==> config.mk <==
export PLATFORM = sky130hd
export DESIGN_NAME = tcp_assembler_flat
export DESIGN_NICKNAME = d
export VERILOG_FILES = /design/src/rtl/tcp_pkg.sv /design/src/rtl/tcp_assembler_if.sv /design/src/rtl/tcp_csum16.sv /design/src/rtl/tcp_assembler.sv /design/src/flat_wrapper.sv
export SDC_FILE = /design/constraint.sdc
export NUM_CORES = 1
export LEC_CHECK = 0
export CAP_MARGIN = 20
export CORE_MARGIN = 4
export CORE_UTILIZATION = 41
export DETAILED_ROUTE_END_ITERATION = 10
export DONT_BUFFER_PORTS = 1
export HOLD_SLACK_MARGIN = 0.02
export PLACE_DENSITY = 0.65
export SLEW_MARGIN = 20
export SYNTH_ARGS = -nofsm -noshare
export SYNTH_HDL_FRONTEND = slang
export SYNTH_HIERARCHICAL = 1
export SYNTH_SLANG_ARGS = --single-unit
==> constraint.sdc <==
create_clock -name clk_i -period 5.4 [get_ports clk_i]
set_clock_uncertainty 0.2 [all_clocks]
set_input_delay 1.62 -clock clk_i [delete_from_list [all_inputs] [get_ports clk_i]]
set_output_delay 1.62 -clock clk_i [all_outputs]
set_load 0.05 [all_outputs]
==> src/rtl/tcp_pkg.sv <==
// rtl/tcp_pkg.sv - shared types, constants and header/checksum byte selectors for the TCP assembler
package tcp_pkg;

    localparam logic [15:0] TCP_HDR_BYTES = 16'd20;
    localparam logic [7:0]  IP_PROTO_TCP  = 8'h06;

    localparam int FLAG_FIN = 0;
    localparam int FLAG_SYN = 1;
    localparam int FLAG_RST = 2;
    localparam int FLAG_PSH = 3;
    localparam int FLAG_ACK = 4;
    localparam int FLAG_URG = 5;
    localparam int FLAG_ECE = 6;
    localparam int FLAG_CWR = 7;

    typedef enum logic [2:0] {IDLE, CSUM, FOLD, HDR, DATA} tcp_asm_state_t;

    typedef struct packed {
        logic [31:0] src_ip;
        logic [31:0] dst_ip;
        logic [15:0] src_port;
        logic [15:0] dst_port;
        logic [31:0] seq_num;
        logic [31:0] ack_num;
        logic [7:0]  flags;
        logic [15:0] window;
        logic [15:0] urg_ptr;
        logic [15:0] payload_len;
        logic [15:0] payload_csum;
    } tcp_hdr_t;

    function automatic logic [7:0] hdr_byte(input tcp_hdr_t h, input logic [4:0] idx,
                                            input logic [3:0] off, input logic [15:0] csum);
        logic [7:0] b;
        case (idx)
            5'd0:    b = h.src_port[15:8];
            5'd1:    b = h.src_port[7:0];
            5'd2:    b = h.dst_port[15:8];
            5'd3:    b = h.dst_port[7:0];
            5'd4:    b = h.seq_num[31:24];
            5'd5:    b = h.seq_num[23:16];
            5'd6:    b = h.seq_num[15:8];
            5'd7:    b = h.seq_num[7:0];
            5'd8:    b = h.ack_num[31:24];
            5'd9:    b = h.ack_num[23:16];
            5'd10:   b = h.ack_num[15:8];
            5'd11:   b = h.ack_num[7:0];
            5'd12:   b = {off, 4'b0000};
            5'd13:   b = h.flags;
            5'd14:   b = h.window[15:8];
            5'd15:   b = h.window[7:0];
            5'd16:   b = csum[15:8];
            5'd17:   b = csum[7:0];
            5'd18:   b = h.urg_ptr[15:8];
            5'd19:   b = h.urg_ptr[7:0];
            default: b = 8'h00;
        endcase
        return b;
    endfunction

    // Pseudo-header words first, then the TCP header with its checksum field skipped.
    function automatic logic [15:0] csum_word(input tcp_hdr_t h, input logic [3:0] idx,
                                              input logic [3:0] off);
        logic [15:0] w;
        case (idx)
            4'd0:    w = h.src_ip[31:16];
            4'd1:    w = h.src_ip[15:0];
            4'd2:    w = h.dst_ip[31:16];
            4'd3:    w = h.dst_ip[15:0];
            4'd4:    w = {8'h00, IP_PROTO_TCP};
            4'd5:    w = TCP_HDR_BYTES + h.payload_len;
            4'd6:    w = h.src_port;
            4'd7:    w = h.dst_port;
            4'd8:    w = h.seq_num[31:16];
            4'd9:    w = h.seq_num[15:0];
            4'd10:   w = h.ack_num[31:16];
            4'd11:   w = h.ack_num[15:0];
            4'd12:   w = {off, 4'b0000, h.flags};
            4'd13:   w = h.window;
            4'd14:   w = h.urg_ptr;
            default: w = h.payload_csum;
        endcase
        return w;
    endfunction

endpackage

==> src/rtl/tcp_assembler_if.sv <==
// rtl/tcp_assembler_if.sv - descriptor, payload and segment stream signals of the TCP assembler
interface tcp_assembler_if;
    logic        hdr_valid_i;
    logic        hdr_ready_o;
    logic [31:0] src_ip_i;
    logic [31:0] dst_ip_i;
    logic [15:0] src_port_i;
    logic [15:0] dst_port_i;
    logic [31:0] seq_num_i;
    logic [31:0] ack_num_i;
    logic [7:0]  flags_i;
    logic [15:0] window_i;
    logic [15:0] urg_ptr_i;
    logic [15:0] payload_len_i;
    logic [15:0] payload_csum_i;
    logic [7:0]  in_data_i;
    logic        in_valid_i;
    logic        in_last_i;
    logic        in_ready_o;
    logic [7:0]  out_data_o;
    logic        out_valid_o;
    logic        out_last_o;
    logic        out_ready_i;
    logic        len_err_o;

    modport master (
        output hdr_valid_i, src_ip_i, dst_ip_i, src_port_i, dst_port_i, seq_num_i, ack_num_i,
               flags_i, window_i, urg_ptr_i, payload_len_i, payload_csum_i,
               in_data_i, in_valid_i, in_last_i, out_ready_i,
        input  hdr_ready_o, in_ready_o, out_data_o, out_valid_o, out_last_o, len_err_o
    );

    modport slave (
        input  hdr_valid_i, src_ip_i, dst_ip_i, src_port_i, dst_port_i, seq_num_i, ack_num_i,
               flags_i, window_i, urg_ptr_i, payload_len_i, payload_csum_i,
               in_data_i, in_valid_i, in_last_i, out_ready_i,
        output hdr_ready_o, in_ready_o, out_data_o, out_valid_o, out_last_o, len_err_o
    );
endinterface

==> src/rtl/tcp_csum16.sv <==
// rtl/tcp_csum16.sv - 16-bit one's-complement accumulator with clear, add and fold-to-checksum
module tcp_csum16 (
    input  logic        clk_i,
    input  logic        rst_ni,
    input  logic        i_clear,
    input  logic        i_add,
    input  logic        i_fold,
    input  logic [15:0] i_word,
    output logic [15:0] o_csum
);
    logic [15:0] r_acc;
    logic [15:0] r_csum;
    logic [16:0] w_sum;

    assign w_sum  = {1'b0, r_acc} + {1'b0, i_word};
    assign o_csum = r_csum;

    always_ff @(posedge clk_i or negedge rst_ni) begin
        if (!rst_ni) begin
            r_acc  <= '0;
            r_csum <= '0;
        end else begin
            if (i_clear) begin
                r_acc <= '0;
            end else if (i_add) begin
                // End-around carry; the re-added carry can never overflow again.
                r_acc <= w_sum[15:0] + {15'd0, w_sum[16]};
            end
            if (i_fold) begin
                r_csum <= (r_acc == 16'hFFFF) ? 16'hFFFF : ~r_acc;
            end
        end
    end
endmodule

==> src/rtl/tcp_assembler.sv <==
// rtl/tcp_assembler.sv - serialises a 20-byte TCP header plus payload; TCP_ASM_CSUM_EN enables checksum
module tcp_assembler
    import tcp_pkg::*;
#(
    parameter logic [3:0]  DATA_OFFSET = 4'd5,
    parameter logic [15:0] MAX_LEN     = 16'd1460
) (
    input  logic           clk_i,
    input  logic           rst_ni,
    tcp_assembler_if.slave bus
);
    tcp_asm_state_t r_state, w_state_nxt;
    tcp_hdr_t       r_hdr;
    tcp_hdr_t       w_desc;
    logic [15:0]    r_cnt;
    logic           r_armed;
    logic [7:0]     r_out_data;
    logic           r_out_valid;
    logic           r_out_last;
    logic           r_len_err;

    logic        w_load;
    logic        w_hdr_ready;
    logic        w_hdr_fire;
    logic        w_hdr_emit;
    logic        w_hdr_last;
    logic [15:0] w_remaining;
    logic        w_in_ready;
    logic        w_in_fire;
    logic        w_final;
    logic [15:0] w_csum;

    assign w_desc = '{
        src_ip:       bus.src_ip_i,
        dst_ip:       bus.dst_ip_i,
        src_port:     bus.src_port_i,
        dst_port:     bus.dst_port_i,
        seq_num:      bus.seq_num_i,
        ack_num:      bus.ack_num_i,
        flags:        bus.flags_i,
        window:       bus.window_i,
        urg_ptr:      bus.urg_ptr_i,
        payload_len:  (bus.payload_len_i > MAX_LEN) ? MAX_LEN : bus.payload_len_i,
        payload_csum: bus.payload_csum_i
    };

    assign w_load      = !r_out_valid | bus.out_ready_i;
    // Holding ready low while any byte is still in the output register keeps segments from overlapping.
    assign w_hdr_ready = r_armed & (r_state == IDLE) & !r_out_valid;
    assign w_hdr_fire  = bus.hdr_valid_i & w_hdr_ready;
    assign w_hdr_emit  = (r_state == HDR) & w_load;
    assign w_hdr_last  = (r_cnt == TCP_HDR_BYTES - 16'd1);
    assign w_remaining = r_hdr.payload_len - r_cnt;
    assign w_in_ready  = (r_state == DATA) & w_load & (w_remaining != 16'd0);
    assign w_in_fire   = bus.in_valid_i & w_in_ready;
    assign w_final     = (w_remaining == 16'd1);

`ifdef TCP_ASM_CSUM_EN
    tcp_csum16 u_csum (
        .clk_i   (clk_i),
        .rst_ni  (rst_ni),
        .i_clear (w_hdr_fire),
        .i_add   (r_state == CSUM),
        .i_fold  (r_state == FOLD),
        .i_word  (csum_word(r_hdr, r_cnt[3:0], DATA_OFFSET)),
        .o_csum  (w_csum)
    );
`else
    logic w_unused_csum;
    assign w_csum        = 16'h0000;
    assign w_unused_csum = ^{r_hdr.src_ip, r_hdr.dst_ip, r_hdr.payload_csum};
`endif

    always_ff @(posedge clk_i or negedge rst_ni) begin
        if (!rst_ni) r_state <= IDLE;
        else         r_state <= w_state_nxt;
    end

    always_comb begin
        w_state_nxt = r_state;
        case (r_state)
            IDLE: begin
                if (w_hdr_fire) begin
`ifdef TCP_ASM_CSUM_EN
                    w_state_nxt = CSUM;
`else
                    w_state_nxt = HDR;
`endif
                end
            end
            CSUM:    if (r_cnt == 16'd15) w_state_nxt = FOLD;
            FOLD:    w_state_nxt = HDR;
            HDR: begin
                if (w_hdr_emit && w_hdr_last)
                    w_state_nxt = (r_hdr.payload_len == 16'd0) ? IDLE : DATA;
            end
            DATA:    if (w_in_fire && w_final) w_state_nxt = IDLE;
            default: w_state_nxt = IDLE;
        endcase
    end

    always_ff @(posedge clk_i or negedge rst_ni) begin
        if (!rst_ni) begin
            r_hdr   <= '0;
            r_cnt   <= '0;
            r_armed <= 1'b0;
        end else begin
            r_armed <= 1'b1;
            if (w_hdr_fire) begin
                r_hdr <= w_desc;
                r_cnt <= '0;
            end else begin
                case (r_state)
                    CSUM:    r_cnt <= (r_cnt == 16'd15) ? 16'd0 : r_cnt + 16'd1;
                    HDR:     if (w_load) r_cnt <= w_hdr_last ? 16'd0 : r_cnt + 16'd1;
                    DATA:    if (w_in_fire) r_cnt <= r_cnt + 16'd1;
                    default: r_cnt <= r_cnt;
                endcase
            end
        end
    end

    // Single output register; last comes only from the byte counter, in_last_i is only checked.
    always_ff @(posedge clk_i or negedge rst_ni) begin
        if (!rst_ni) begin
            r_out_data  <= '0;
            r_out_valid <= 1'b0;
            r_out_last  <= 1'b0;
            r_len_err   <= 1'b0;
        end else begin
            r_len_err <= 1'b0;
            if (w_hdr_emit) begin
                r_out_data  <= hdr_byte(r_hdr, r_cnt[4:0], DATA_OFFSET, w_csum);
                r_out_valid <= 1'b1;
                r_out_last  <= w_hdr_last & (r_hdr.payload_len == 16'd0);
            end else if (w_in_fire) begin
                r_out_data  <= bus.in_data_i;
                r_out_valid <= 1'b1;
                r_out_last  <= w_final;
                r_len_err   <= bus.in_last_i ^ w_final;
            end else if (bus.out_ready_i) begin
                r_out_valid <= 1'b0;
                r_out_last  <= 1'b0;
            end
        end
    end

    assign bus.hdr_ready_o = w_hdr_ready;
    assign bus.in_ready_o  = w_in_ready;
    assign bus.out_data_o  = r_out_data;
    assign bus.out_valid_o = r_out_valid;
    assign bus.out_last_o  = r_out_last;
    assign bus.len_err_o   = r_len_err;

endmodule

==> src/flat_wrapper.sv <==
// flat-port wrapper written by rule: the top's interface ports become plain ports
module tcp_assembler_flat import tcp_pkg::*;
#(
    parameter logic [3:0]  DATA_OFFSET = 4'd5,
    parameter logic [15:0] MAX_LEN     = 16'd1460
)
  (clk_i, rst_ni, bus_hdr_valid_i, bus_src_ip_i, bus_dst_ip_i, bus_src_port_i, bus_dst_port_i, bus_seq_num_i, bus_ack_num_i, bus_flags_i, bus_window_i, bus_urg_ptr_i, bus_payload_len_i, bus_payload_csum_i, bus_in_data_i, bus_in_valid_i, bus_in_last_i, bus_out_ready_i, bus_hdr_ready_o, bus_in_ready_o, bus_out_data_o, bus_out_valid_o, bus_out_last_o, bus_len_err_o);
  tcp_assembler_if bus_i ();
  input  logic clk_i;
  input  logic rst_ni;
  input wire logic [$bits(bus_i.hdr_valid_i)-1:0] bus_hdr_valid_i;
  input wire logic [$bits(bus_i.src_ip_i)-1:0] bus_src_ip_i;
  input wire logic [$bits(bus_i.dst_ip_i)-1:0] bus_dst_ip_i;
  input wire logic [$bits(bus_i.src_port_i)-1:0] bus_src_port_i;
  input wire logic [$bits(bus_i.dst_port_i)-1:0] bus_dst_port_i;
  input wire logic [$bits(bus_i.seq_num_i)-1:0] bus_seq_num_i;
  input wire logic [$bits(bus_i.ack_num_i)-1:0] bus_ack_num_i;
  input wire logic [$bits(bus_i.flags_i)-1:0] bus_flags_i;
  input wire logic [$bits(bus_i.window_i)-1:0] bus_window_i;
  input wire logic [$bits(bus_i.urg_ptr_i)-1:0] bus_urg_ptr_i;
  input wire logic [$bits(bus_i.payload_len_i)-1:0] bus_payload_len_i;
  input wire logic [$bits(bus_i.payload_csum_i)-1:0] bus_payload_csum_i;
  input wire logic [$bits(bus_i.in_data_i)-1:0] bus_in_data_i;
  input wire logic [$bits(bus_i.in_valid_i)-1:0] bus_in_valid_i;
  input wire logic [$bits(bus_i.in_last_i)-1:0] bus_in_last_i;
  input wire logic [$bits(bus_i.out_ready_i)-1:0] bus_out_ready_i;
  output wire logic [$bits(bus_i.hdr_ready_o)-1:0] bus_hdr_ready_o;
  output wire logic [$bits(bus_i.in_ready_o)-1:0] bus_in_ready_o;
  output wire logic [$bits(bus_i.out_data_o)-1:0] bus_out_data_o;
  output wire logic [$bits(bus_i.out_valid_o)-1:0] bus_out_valid_o;
  output wire logic [$bits(bus_i.out_last_o)-1:0] bus_out_last_o;
  output wire logic [$bits(bus_i.len_err_o)-1:0] bus_len_err_o;
  assign bus_i.hdr_valid_i = bus_hdr_valid_i;
  assign bus_i.src_ip_i = bus_src_ip_i;
  assign bus_i.dst_ip_i = bus_dst_ip_i;
  assign bus_i.src_port_i = bus_src_port_i;
  assign bus_i.dst_port_i = bus_dst_port_i;
  assign bus_i.seq_num_i = bus_seq_num_i;
  assign bus_i.ack_num_i = bus_ack_num_i;
  assign bus_i.flags_i = bus_flags_i;
  assign bus_i.window_i = bus_window_i;
  assign bus_i.urg_ptr_i = bus_urg_ptr_i;
  assign bus_i.payload_len_i = bus_payload_len_i;
  assign bus_i.payload_csum_i = bus_payload_csum_i;
  assign bus_i.in_data_i = bus_in_data_i;
  assign bus_i.in_valid_i = bus_in_valid_i;
  assign bus_i.in_last_i = bus_in_last_i;
  assign bus_i.out_ready_i = bus_out_ready_i;
  assign bus_hdr_ready_o = bus_i.hdr_ready_o;
  assign bus_in_ready_o = bus_i.in_ready_o;
  assign bus_out_data_o = bus_i.out_data_o;
  assign bus_out_valid_o = bus_i.out_valid_o;
  assign bus_out_last_o = bus_i.out_last_o;
  assign bus_len_err_o = bus_i.len_err_o;
  tcp_assembler #(.DATA_OFFSET(DATA_OFFSET), .MAX_LEN(MAX_LEN)) u_core (.clk_i(clk_i), .rst_ni(rst_ni), .bus(bus_i));
endmodule
==> results of run 1 <==
cell usage in the layout (no fill, tap or decap), types with 11 or more instances in the layout:
cell type / instances
a21o_2: 12
a21oi_1: 25
a22o_1: 11
a22oi_1: 32
buf_4: 25
clkbuf_16: 17
dfrtp_1: 180
ha_1: 14
inv_1: 24
nand2_1: 454
nand3_1: 20
nand4_1: 14
nor2_1: 34
nor3_1: 26
o21ai_0: 38
cells in the mapped netlist, drive strengths merged, types with 10 or more instances:
cell | count | share of area, %
a22oi | 32 | 2.5
nand4 | 14 | 0.92
nor2 | 34 | 1.3
a22o | 11 | 1.0
dfrtp | 183 | 48
inv | 28 | 1.1
and3 | 10 | 0.70
a221oi | 11 | 1.1
nor3 | 28 | 1.5
a21oi | 27 | 1.4
nand2 | 455 | 18
a211oi | 11 | 1.0
a222oi | 10 | 1.1
o21ai | 38 | 2.0
clkbuf | 40 | 1.7
or3 | 11 | 0.76
and2 | 11 | 0.74
nand3 | 20 | 1.1
ha | 20 | 2.6
a21o | 17 | 1.5
buf | 17 | 1.3
report_power, final:
part,switching (mW),internal [mW],total (mW)
clock network,0.591,0.660,1.25
logic,1.63,1.06,2.69
registers,0.568,2.01,2.57
total,2.79,3.73,6.51
state kept, by name, summed over array words and instances, names as in the netlist:
name                    count
u_core/bus.len_err_o        1
u_core/r_armed              1
u_core/bus.out_last_o       1
u_core/r_state              3
u_core/bus.out_data_o       8
u_core/bus.out_valid_o      1
u_core/r_hdr              152
u_core/r_cnt               16
cell type report:
cell class	instances	area, µm²
Clock inverter	14	159
Sequential cell	183	4580
Timing Repair Buffer	27	210
Inverter	29	109
Fill cell	2219	12200
Clock buffer	18	429
Multi-Input combinational cell	853	4620
Tap cell	285	357
how the worst max path moves through the flow:
| stage | start | slack (ps) | to | depth (start not counted) |
|---|---|---|---|---|
| 6_report | u_core/r_cnt[14] | 100 | bus_in_ready_o | 10 |
| 5_1_grt | u_core/r_cnt[14] | -10 | bus_in_ready_o | 10 |
| 4_1_cts | u_core/r_cnt[9] | 30 | bus_in_ready_o | 10 |
| 3_5_place_dp | u_core/r_cnt[9] | 450 | bus_in_ready_o | 10 |
| 3_3_place_gp | u_core/r_cnt[9] | 460 | bus_in_ready_o | 10 |
| 2_1_floorplan | u_core/r_cnt[0] | 260 | bus_in_ready_o | 10 |
critical path: cells and delay by family (launching register included):
family	cells	cell delay, ps
AOI/OAI and AO/OA	3	760
buffers and inverters	1	90
DFF	1	410
and+or+nand+nor	5	1490
adders and majority gates	1	300
cell families (layout without fill, tap and decap cells):
logic type               Yosys count  count (layout)
XOR/XNOR                           2               2
AO/OA/AOI/OAI                    209             209
buffers and inverters             87              88
other                              1               1
multiplexers                       6               6
adder cells (fa/ha/maj)           21              21
AND/OR/NAND/NOR                  614             614
flip-flops                       183             183
through the flow:
stage          utilization (%)  TNS (ps)  std cells  hold slack [ps]  area [µm²]
4_1_cts                   45.6         0       1404              280       10400
3_5_place_dp              43.0         0       1372              263        9760
2_1_floorplan                -         0       1123              240        9520
3_3_place_gp              43.0         0       1372              258        9760
5_1_grt                   46.1     -9.67       1409              285       10500
6_report                  46.1         0       1409              278       10500
repair_timing:
item                       in CTS  in global routing
resized for setup               2                 21
buffers inserted                0                  5
setup endpoints to repair       1                  1
pin swaps                       0                  5
per-layer routing:
metal | global-route usage (%) | share of wire [%] | vias up
li1 | - | - | 3843
met1 | 29.4 | 44 | 3896
met2 | 32.9 | 46 | 303
met3 | 5.13 | 7.2 | 38
met4 | 6.69 | 2.4 | 0
met5 | 0 | 0 | -
==> results.toml, run 1 <==
[outcome]
outcome = "finished clean"

[clock_network]
cts_max_path_buffers = 2
cts-root-buf = "clkbuf_16"
numCtsBuffers = 17
clk_latency_ps = 430
cts_hold_buffers = 0
clock-sinks = 183
cts_tree = "yes"
htreeDepth = 4
cts.clk_slew.worst_paths_ps = 70

[logic_synthesis]
yosys.area_share.adder_pct = 2.84
synth_top_family_by_area = "simple AND/OR/NAND/NOR gates"
synthSimpleGateAreaFrac_pct = 27.4
synth_area_per_cell_um2 = 8.48
synth_nets = 1390
synth_seq_area_share_pct = 48.1
synthFlopType = "dfrtp_1"
syn_inst = 1123
ys_ff_latch = 183
synthArstFlopShare_pct = 100
yosys_warnings = 6
yosys.cell_types.count = 77
netlist_area_um2 = 9520
synth_xor_xnor_area_share_pct = 0.184
synth_edf_count = 0
muxShareOfSynthArea_pct = 0.644
synth_compound_area_share_pct = 16.5

[worst_setup_path]
critPathSlowestCell = "or4_4"
start_kind = "flip-flop"
cp.required_ps = 3580
max_stage_delay_ps = 500
critPathKind = "flip-flop to output pin"
worst-path-max-fanout = 6
r2r-end = "u_core/r_state[2]"
crit_chain = "inv_2 > ha_2 > and2_2 > a221oi_2 > o22ai_1 > or4_1 > or4_4 > a2111oi_4 > and3_4 > nor3_4"
arrival_ps = 3480
worstRegToRegCells = 12
regToRegSetupSlack_ps = 1120
worst_setup_path_end_kind = "output pin"
r2r_start = "u_core/r_cnt[14]"

[job]
cap_violations = 0

[global_routing]
antenna_found_initial = 0
grt_max_degree = 184
track_usage_pct = 21.1
grt_remaining_overflow = 0
first_global_vias = 7800
grt_pass1_wl_um = 43100

[min_path]
min_to = "u_core/r_hdr[117]"
min_from = "u_core/r_hdr[117]"
hold_depth = 2
hold_path_class = "flip-flop to flip-flop"

[timing]
finalSetupViolations = 0
worst_pin_slew_ps = 966
setup_slack_ps = 99.9
fmax_mhz = 189
relSlewSlack_pct = 35.6
timing.final.crit_share_pct = 98.1
slew_violations = 0
final_hold_viol_count = 0
period_needed_ps = 5300

[placed_design]
portBuffers = 0
dp_hpwl_um = 20100
place_ws_ps = 449
gp_congestion = 0.895

[drt]
ant_nets = 0
vias = 8080
vias_per_cell = 5.73
drtPass1Iterations = 6
drcViolationCount = 0
wire_per_inst_um = 19.8
drt-total-wl_um = 27900
drt_iter0_drc = 752

[floorplanning]
dieArea_um2 = 25700
initial_utilization_pct = 41.9
ios = 259
row_count = 55
chipWidth_um = 160
core_um2 = 22700
die_h_um = 160

[pwr]
p_leak_nw = 5.00
power_density_nw_per_um2 = 622
power_mw = 6.51
vdd_drop_max_mv = 0.275

[cells_and_area]
nNetsFinal = 1378
syn_to_final_growth_pct = 9.98
antenna_cells = 0
drive_gt1_share_pct = 10.4
(Power assumes the default switching activity.)
==> run 2: changes to the inputs <==
CELL_PAD_IN_SITES_DETAIL_PLACEMENT = 0   (was unset)
CELL_PAD_IN_SITES_GLOBAL_PLACEMENT = 1   (was unset)
PLACE_DENSITY = 0.82   (was 0.65)
RECOVER_POWER = 50   (was unset)
==> run 2 against run 1 <==
Net effect: cell area down 0.29%; sequential share of layout area up 0.10 points; sequential power about the same; fmax up 0.84%; die area unchanged; setup slack better by 44 ps; clock power up 6%; non-clock buffer count down 3; the run now ends with max-capacitance violations, max-slew violations left; critical path type unchanged; critical endpoint unchanged; register-to-register slack better by 100 ps; final cell count down 0.21%; worst hold slack worse by 3.3 ps.
==> results.toml, run 2 (same netlist as run 1, synthesis figures left out) <==
[floorplanning]
row_count = 55
ios = 259
dieArea_um2 = 25700
die_h_um = 160
core_um2 = 22700
chipWidth_um = 160
initial_utilization_pct = 41.9

[global_routing]
grt_pass1_wl_um = 43800
grt_max_degree = 184
track_usage_pct = 21.7
grt_remaining_overflow = 0
antenna_found_initial = 0
first_global_vias = 7847

[timing]
timing.final.crit_share_pct = 97.3
worst_pin_slew_ps = 2690
rsz0062_at_grt = "no"
period_needed_ps = 5260
fmax_mhz = 190
hold_ws_ps = 275
finalSetupViolations = 0
relSlewSlack_pct = -79.2
tns_ps = 0
slew_violations = 151
final_hold_viol_count = 0

[worst_setup_path]
r2r-end = "u_core/r_state[2]"
worst-path-buf-inv = 1
cp.required_ps = 3580
worst_setup_path_end_kind = "output pin"
arrival_ps = 3440
regToRegSetupSlack_ps = 1220
r2r_start = "u_core/r_cnt[7]"
crit_chain = "inv_1 > ha_2 > a21o_1 > a31oi_4 > o22ai_1 > or4_1 > or4_4 > a2111oi_4 > and3_4 > nor3_4"
critPathKind = "flip-flop to output pin"
path_delay_family = "simple AND/OR/NAND/NOR gates"
max_stage_delay_ps = 500
start_kind = "flip-flop"
worst-path-max-fanout = 8
worstRegToRegCells = 12
critPathSlowestCell = "or4_4"

[clock_network]
numCtsBuffers = 17
clk_latency_ps = 440
cts-root-buf = "clkbuf_16"
clock-sinks = 183
htreeDepth = 4
cts.clk_slew.worst_paths_ps = 70
cts_hold_buffers = 0
cts_max_path_buffers = 2
cts_tree = "yes"

[cells_and_area]
largest_register_ff_count = 152
drive_gt1_share_pct = 9.19
antenna_cells = 0
final_common_cell = "nand2_1"
regMostFlops = "u_core/r_hdr"
nNetsFinal = 1375
layout_common_cells = "454 x nand2_1, 182 x dfrtp_1, 38 x o21ai_0, 34 x nor2_1, 32 x a22oi_1"
final_cells = 1406
syn_to_final_growth_pct = 9.66

[min_path]
min_from = "u_core/r_hdr[74]"
hold_depth = 2
hold_path_class = "flip-flop to flip-flop"
min_to = "u_core/r_hdr[74]"

[drt]
vias_per_cell = 5.73
vias = 8056
drcViolationCount = 0
drt-total-wl_um = 28400
drt_iter0_drc = 698
wire_per_inst_um = 20.2
ant_nets = 0
drtPass1Iterations = 8

[placed_design]
place_inst = 1372
dp_hpwl_um = 20600
gp_congestion = 0.848
portBuffers = 0

[pwr]
power_density_nw_per_um2 = 627
vdd_drop_max_mv = 0.285
p_leak_nw = 5.00

[outcome]
violations = "max-capacitance violations, max-slew violations"
outcome = "finished, violations left"

[job]
cap_violations = 2
-- run 2: worst max path at each step --
stage,startpoint,to,slack [ps],cells after the start
after floorplan,u_core/r_cnt[0],bus_in_ready_o,260,10
after global placement,u_core/r_cnt[9],bus_in_ready_o,350,10
after detailed placement,u_core/r_cnt[9],bus_in_ready_o,330,10
after CTS,u_core/r_cnt[7],bus_in_ready_o,2,10
after global routing,u_core/r_cnt[1],bus_in_ready_o,0.05,11
final,u_core/r_cnt[7],bus_in_ready_o,140,10
-- run 2: final cells by class --
class                   count  area [µm²]
well taps                 285         357
repair buffers             24         174
fillers                  2254       12300
multi-input cells         853        4590
clock inverters            14         191
flip-flops and latches    183        4580
clock buffers              18         439
inverters                  29         109
-- run 2: tightest hold or removal path, stage by stage, from the launching register on --
cell,delay (ps)
dfrtp_1,340
nand2_1,50
nand2_1,50
-- run 2: power breakdown --
group | internal (mW) | switching, mW | total [mW]
sequential | 2.00 | 0.583 | 2.59
combinational | 1.02 | 1.60 | 2.63
clock | 0.755 | 0.570 | 1.33
-- run 2: per-stage QoR --
step / total power, mW / setup WS (ps) / utilization [%] / instance area [µm²]
after global placement: 5.10 / 346 / 43.0 / 9760
final: 6.54 / 144 / 46.0 / 10400
after detailed placement: 5.17 / 326 / 43.0 / 9760
after floorplan: 4.43 / 264 / - / 9520
after CTS: 6.52 / 1.90 / 45.9 / 10400
after global routing: 7.02 / 0.0522 / 46.0 / 10400
-- run 2: routing by layer --
layer	share of wire (%)	global-route usage [%]	up-vias
li1	-	-	3835
met1	45	30.2	3930
met2	47	34.0	262
met3	7.0	5.36	29
met4	1.8	6.10	0
met5	0	0	-
-- run 2: timing repair --
action / in CTS / in global routing
setup buffers: 1 / 1
endpoints found under the hold margin: 0 / 0
pin swaps: 1 / 3
gates resized for setup: 4 / 7
setup endpoints to repair: 1 / 1
